<file path="src/rtl/switch_bounce_gen_if.sv">
// Switch emulator signal bundle: commanded level in, bouncy level and status out.
interface switch_bounce_gen_if;
  logic BtnCmd;
  logic SwOut;
  logic Busy;
  logic Done;

  modport master (output BtnCmd, input SwOut, input Busy, input Done);
  modport slave  (input BtnCmd, output SwOut, output Busy, output Done);
endinterface

</file>
<file path="src/rtl/switch_bounce_gen.sv">
// Mechanical-switch emulator: each commanded edge becomes an odd burst of LFSR-timed chatter.
// Define SWITCH_BOUNCE_GEN_RELEASE_EN to make releases bounce like presses.
module switch_bounce_gen #(
  parameter int unsigned BOUNCE_W = 2,
  parameter int unsigned GAP_W    = 2,
  parameter int unsigned HOLD     = 8,
  parameter logic [7:0]  SEED     = 8'hA5
) (
  input  logic               Clk1ms,
  input  logic               Reset,
  switch_bounce_gen_if.slave sw
);

  localparam int unsigned REM_W  = BOUNCE_W + 1;
  localparam int unsigned GAP_CW = GAP_W + 1;
  localparam int unsigned HOLD_W = $clog2(HOLD + 1);
  localparam logic [7:0]        SEED_EFF  = (SEED == 8'h00) ? 8'h01 : SEED;
  localparam logic [HOLD_W-1:0] HOLD_LOAD = HOLD_W'(HOLD);

  typedef enum logic [1:0] {IDLE, BOUNCE, SETTLE} state_t;

  state_t              state;
  logic [7:0]          lfsr;
  logic [7:0]          lfsrNext;
  logic [REM_W-1:0]    rem;
  logic [GAP_CW-1:0]   gapCnt;
  logic [HOLD_W-1:0]   holdCnt;
  logic                swOut;
  logic                busy;
  logic                done;
  logic [BOUNCE_W-1:0] kSample;
  logic [REM_W-1:0]    remLoad;
  logic [GAP_CW-1:0]   gapLoad;

  assign sw.SwOut = swOut;
  assign sw.Busy  = busy;
  assign sw.Done  = done;

  // x^8+x^6+x^5+x^4+1
  assign lfsrNext = {lfsr[6:0], lfsr[7] ^ lfsr[5] ^ lfsr[4] ^ lfsr[3]};

  always_comb begin
    kSample = lfsr[BOUNCE_W-1:0];
`ifdef SWITCH_BOUNCE_GEN_RELEASE_EN
`else
    // Release (target level 0): single clean toggle.
    if (!sw.BtnCmd) kSample = '0;
`endif
    remLoad = {kSample, 1'b0};
    gapLoad = GAP_CW'(lfsr[BOUNCE_W+GAP_W-1:BOUNCE_W]) + GAP_CW'(1);
  end

  always_ff @(posedge Clk1ms) begin
    if (Reset) begin
      state   <= IDLE;
      lfsr    <= SEED_EFF;
      rem     <= '0;
      gapCnt  <= '0;
      holdCnt <= '0;
      swOut   <= 1'b0;
      busy    <= 1'b0;
      done    <= 1'b0;
    end else begin
      lfsr <= lfsrNext;
      done <= 1'b0;
      case (state)
        IDLE: begin
          if (sw.BtnCmd != swOut) begin
            swOut  <= ~swOut;
            rem    <= remLoad;
            gapCnt <= gapLoad;
            busy   <= 1'b1;
            state  <= BOUNCE;
          end
        end
        BOUNCE: begin
          if (rem == '0) begin
            holdCnt <= HOLD_LOAD;
            state   <= SETTLE;
          end else if (gapCnt == GAP_CW'(1)) begin
            swOut  <= ~swOut;
            rem    <= rem - REM_W'(1);
            gapCnt <= gapLoad;
          end else begin
            gapCnt <= gapCnt - GAP_CW'(1);
          end
        end
        SETTLE: begin
          if (holdCnt == HOLD_W'(1)) begin
            busy  <= 1'b0;
            done  <= 1'b1;
            state <= IDLE;
          end else begin
            holdCnt <= holdCnt - HOLD_W'(1);
          end
        end
        default: state <= IDLE;
      endcase
    end
  end

endmodule

</file>
<file path="src/flat_wrapper.sv">
// flat-port wrapper written by rule: the top's interface ports become plain ports
module switch_bounce_gen_flat 
#(
  parameter int unsigned BOUNCE_W = 2,
  parameter int unsigned GAP_W    = 2,
  parameter int unsigned HOLD     = 8,
  parameter logic [7:0]  SEED     = 8'hA5
)
  (Clk1ms, Reset, sw_BtnCmd, sw_SwOut, sw_Busy, sw_Done);
  switch_bounce_gen_if sw_i ();
  input  logic Clk1ms;
  input  logic Reset;
  input wire logic [$bits(sw_i.BtnCmd)-1:0] sw_BtnCmd;
  output wire logic [$bits(sw_i.SwOut)-1:0] sw_SwOut;
  output wire logic [$bits(sw_i.Busy)-1:0] sw_Busy;
  output wire logic [$bits(sw_i.Done)-1:0] sw_Done;
  assign sw_i.BtnCmd = sw_BtnCmd;
  assign sw_SwOut = sw_i.SwOut;
  assign sw_Busy = sw_i.Busy;
  assign sw_Done = sw_i.Done;
  switch_bounce_gen #(.BOUNCE_W(BOUNCE_W), .GAP_W(GAP_W), .HOLD(HOLD), .SEED(SEED)) u_core (.Clk1ms(Clk1ms), .Reset(Reset), .sw(sw_i));
endmodule
</file>
<file path="config.mk">
export PLATFORM = sky130hd
export DESIGN_NAME = switch_bounce_gen_flat
export DESIGN_NICKNAME = d
export VERILOG_FILES = /design/src/rtl/switch_bounce_gen_if.sv /design/src/rtl/switch_bounce_gen.sv /design/src/flat_wrapper.sv
export SDC_FILE = /design/constraint.sdc
export NUM_CORES = 1
export LEC_CHECK = 0
export ABC_CLOCK_PERIOD_IN_PS = 2200
export CAP_MARGIN = 20
export CORE_ASPECT_RATIO = 1.1
export CORE_UTILIZATION = 55
export DETAILED_ROUTE_END_ITERATION = 16
export HOLD_SLACK_MARGIN = 0.02
export PLACE_DENSITY_LB_ADDON = 0.12
export RECOVER_POWER = 100
export SETUP_SLACK_MARGIN = 0.02
export SKIP_LAST_GASP = 1
export SYNTH_ARGS = -nofsm -noshare
export SYNTH_HDL_FRONTEND = slang
export SYNTH_SLANG_ARGS = --single-unit
</file>
<file path="constraint.sdc">
create_clock -name Clk1ms -period 2.2 [get_ports Clk1ms]
set_input_delay 0.55 -clock Clk1ms [delete_from_list [all_inputs] [get_ports Clk1ms]]
set_output_delay 0.55 -clock Clk1ms [all_outputs]
set_load 0.05 [all_outputs]
</file>
After elaboration in Yosys (flattened, before gate mapping)
Cells that the tools add are included.
{ "word_totals": {"register_bits": 23} }
{ "classes": {"add_sub_neg": 4, "n_eq_ne": 11, "n_mux": 24, "bitwise_logic": 5, "reduce_logical": 11} }
{ "ops": {"columns": ["cell", "n"], "rows": [
  ["$mux 3", 6],
  ["$pmux 3 s2", 2],
  ["$reduce_and 3->1", 4],
  ["$mux 2", 4],
  ["$mux 4", 2],
  ["$ne 2x1->1 const B", 4],
  ["$pmux 4 s2", 1],
  ["$mux 1", 6],
  ["$pmux 2 s3", 1],
  ["$reduce_bool 2->1", 3],
  ["$sub 3x1->3 const B", 2],
  ["$eq 4x1->1 const B", 1],
  ["$ne 2x2->1 const B", 2],
  ["$pmux 1 s2", 2],
  ["$reduce_and 4->1", 1],
  ["$sub 4x1->4 const B", 1],
  ["$add 2x1->3 const B", 1],
  ["$eq 3x1->1 const B", 1],
  ["$logic_not 3->1", 1],
  ["$xor 1x1->1", 3],
  ["$eq 2x1->1 const B", 1],
  ["$eq 2x2->1 const B", 1],
  ["$logic_not 2->1", 1],
  ["$not 1->1", 2],
  ["other kinds (2)", 2]
]} }

Depth between registers and ports, before layout
{ "logic_depth": {"depth_word": 4, "ltp_mapped": 7} }

Worst setup path after synthesis
No wires, ideal clock.
{ "synth_path": {"path_kind": "flip-flop to flip-flop", "start": "register u_core.swOut (netlist: u_core.sw.SwOut)", "end": "register u_core.gapCnt[2]", "arrival_ns": 1.555, "required_time_ns": 2.105, "path_slack_ns": 0.549, "stages_incl_launch_ff": 5, "path_buffers": 0, "path_cell_list": "dfxtp_1 -> xnor2_2 -> a211oi_2 -> o21ai_1 -> a221oi_1"} }
{ "synth_between": {"elab_chain_len": 3} }
{ "synth_lines": {"columns": ["item", "line", "text"], "rows": [
  ["from (decl)", "switch_bounce_gen.sv:28", "logic swOut;"],
  ["from (signal assigned)", "switch_bounce_gen.sv:69", "swOut <= ~swOut;"],
  ["from (signal assigned)", "switch_bounce_gen.sv:81", "swOut <= ~swOut;"],
  ["$ne 1x1->1", "switch_bounce_gen.sv:68", "if (sw.BtnCmd != swOut) begin"],
  ["$ne 2x1->1 (no source line)", null, null],
  ["$reduce_and 3->1 (no source line)", null, null],
  ["to (signal assigned)", "switch_bounce_gen.sv:71", "gapCnt <= gapLoad;"],
  ["to (signal assigned)", "switch_bounce_gen.sv:83", "gapCnt <= gapLoad;"],
  ["to (signal assigned)", "switch_bounce_gen.sv:85", "gapCnt <= gapCnt - GAP_CW'(1);"],
  ["to (decl)", "switch_bounce_gen.sv:26", "logic [GAP_CW-1:0] gapCnt;"]
]} }
Every way passes these cells.
A chain may end at the register's enable or synchronous reset.

Worst setup path after layout
{ "layout_path": {"start": "register u_core.done (netlist: u_core.sw.Done)", "end": "output port sw_Done"} }
{ "layout_rtl": {"columns": ["item", "line", "text"], "rows": [
  ["from (decl)", "switch_bounce_gen.sv:30", "logic done;"],
  ["from (signal assigned)", "switch_bounce_gen.sv:62", "done <= 1'b0;"],
  ["from (signal assigned)", "switch_bounce_gen.sv:65", "done <= 1'b0;"],
  ["from (signal assigned)", "switch_bounce_gen.sv:91", "done <= 1'b1;"],
  ["to (decl)", "flat_wrapper.sv:16", "output wire logic [$bits(sw_i.Done)-1:0] sw_Done;"]
]} }
No word-level cell between the ends.

==> impl_metrics.json <==
{
  "status": "finished clean",
  "root_buffer": "clkbuf_4",
  "placed_area_mm2": 0.00129,
  "critPathSlowestCell": "dlygate4sd3_1",
  "syn_inst": 132,
  "powerDensity_mw_per_mm2": 1400,
  "r2r_setup_slack_ps": 350,
  "place_congestion": 0.788,
  "synth.yosys.seq_area_share": 0.377,
  "postLayoutCoreUtil": 0.642,
  "remaining_drc_errors": 0,
  "path_delay_family": "buffers and inverters",
  "area_delta_synth_final_pct": 7.27,
  "fmax_mhz": 489,
  "cap_violations": 0,
  "nNetsFinal": 156,
  "worstMarginPinSlew_ps": 991,
  "r2r_cells": 6,
  "overflow": 0,
  "routedLengthMet1_um": 1100,
  "nFillCells": 183,
  "synth_edf_count": 0,
  "finalHoldViolCount": 0,
  "synth_cell_types": 42,
  "grt_max_degree": 26,
  "grt_pass1_wl_um": 4020,
  "slowest_delay_ps": 860,
  "reg2reg_to": "u_core.holdCnt[1]",
  "grt_usage": 0.231,
  "clk_latency_ps": 310,
  "cts_buffers": 3,
  "ioPinCount": 6,
  "cts_tree": "done",
  "portBuffers": 5,
  "rsz0062_at_grt": "no",
  "antenna_found_initial": 0,
  "relSlewSlack": 0.339,
  "drv_slew": 0,
  "synthArstFlopShare": 0,
  "start_util": 0.599,
  "worst_setup_path_start_kind": "flop",
  "synthesis.nets": 147,
  "final_common_cell": "dfxtp_1",
  "setup_tns_ps": 0,
  "antenna_cells": 0,
  "crit_path_max_fanout": 1,
  "critPathCaptureType": "output port",
  "num_vias": 964,
  "design_area_mm2": 0.00131,
  "die_y_um": 51.4,
  "wl_per_cell_um": 13.4,
  "clk_pin_slew_ps": 130,
  "cts.htree.levels": 1,
  "fp.coreArea_mm2": 0.00204,
  "crit_buf_inv": 1,
  "ir_worst_vdd_uv": 877,
  "finalSetupViolCount": 0,
  "synth-seq-cells": 23,
  "worst_ep_required_time_ps": 1650,
  "ant_nets": 0,
  "dp_hpwl_um": 1660,
  "clock_skew_ps": 2.42,
  "regArea_um2": 460,
  "wl_met2_um": 1050,
  "num_rows": 17,
  "critPathKind": "reg -> out",
  "yosysWarnings": 0,
  "die_x_um": 47.0,
  "syn_area_mm2": 0.00122,
  "holdBufCountCts": 0,
  "hold_path.class": "reg -> reg",
  "crit_arrival_ps": 1500,
  "hold-path-endpoint": "u_core.lfsr[7]",
  "multi_input_area_um2": 688,
  "final_cell_mix": "dfxtp_1, inv_1, ha_1, nor2_1",
  "cts.path.max_buffers": 2,
  "drt_iter0_markers": 11,
  "fin_crit_sh": 0.930,
  "firstDrtPassIters": 6,
  "grt_pass1_vias": 930,
  "clock-sinks": 23,
  "routed_wl_um": 2250,
  "timing.hold.ws_ps": 430,
  "routed_via_density": 5.74,
  "layout_min_cycle_time_ps": 2050,
  "ys_top_cells_by_area": "dfxtp_1, ha_1, inv_1",
  "dieArea_mm2": 0.00242,
  "holdPathStages": 1,
  "p_total_mw": 1.84,
  "drive_gt1_frac": 0.0857,
  "leakage_nw": 0.513,
  "wl_met3_um": 46,
  "synth_flop_cell": "dfxtp_1",
  "synth.top_cell.area_share": 0.377,
  "timing.rr.start": "u_core.state[0]",
  "min_from": "u_core.lfsr[6]",
  "synth_area_leader_cell": "dfxtp_1",
  "synth.avg_cell_area_um2": 9.26,
  "crit_chain": "dlygate4sd3_1",
  "highest_layer": "met4"
}
==> synthesized netlist by cell type (3+ instances only) <==
cell type,n
dfxtp_1,23
ha_1,12
inv_1,12
nor2_1,9
a21oi_1,7
o21ai_0,7
nor2b_1,6
nand2_1,5
nand2b_1,5
nand3_1,5
a211oi_1,3
or2_2,3
xor2_1,3
==> logic make-up after synthesis <==
| kind of cell | share of synthesized area |
|---|---|
| AND/OR/NAND/NOR | 0.200 |
| AO/OA/AOI/OAI | 0.190 |
| flip-flops | 0.377 |
| buffers and inverters | 0.0604 |
| adder cells (fa/ha/maj) | 0.123 |
| XOR/XNOR | 0.0420 |
| multiplexers | 0.00819 |
==> per-layer routing <==
metal	track usage	vias up
li1	-	483
met1	0.308	457
met2	0.359	16
met3	0.0318	8
met4	0.110	0
met5	0	-
==> stage by stage <==
stage                     setup WS, ps  std cells
after global placement             202        164
after detailed placement           142        164
after CTS                         52.8        168
final                              155        168
after floorplan                    549        132
after global routing              89.1        168
==> area by class of cell <==
type | count | share of cell area
timing repair buffer | 7 | 0.0420
sequential | 23 | 0.351
multi-input combinational | 94 | 0.525
tap | 28 | 0.0267
clock inverter | 1 | 0.00382
clock buffer | 3 | 0.0172
inverter | 12 | 0.0344
==> state kept, by name, indices dropped and copies added (netlist names) <==
register         cells
u_core.gapCnt        3
u_core.holdCnt       4
u_core.lfsr          8
u_core.rem           3
u_core.state         2
u_core.sw.Busy       1
u_core.sw.Done       1
u_core.sw.SwOut      1
==> power breakdown <==
part	leakage, nW	internal [mW]	switching [mW]
registers	0.190	0.523	0.0813
clock network	0.0177	0.0680	0.130
logic	0.305	0.417	0.616
==> what timing repair did <==
item / 4_1_cts / 5_1_grt
setup buffers: 0 / 0
resized for setup: 0 / 1
endpoints found under the setup margin: 0 / 1
==> worst max path at each step <==
stage                     from          endpoint  slack, ps  depth (start not counted)
6_report        u_core.sw.Done           sw_Done        150                          1
5_1_grt                  Reset  u_core.gapCnt[0]         90                          5
4_1_cts        u_core.sw.SwOut          sw_SwOut         50                          1
3_5_place_dp         sw_BtnCmd   u_core.state[1]        140                          5
3_3_place_gp         sw_BtnCmd   u_core.state[1]        200                          5
2_1_floorplan  u_core.sw.SwOut  u_core.gapCnt[2]        550                          4
(Power assumes the default switching activity.)
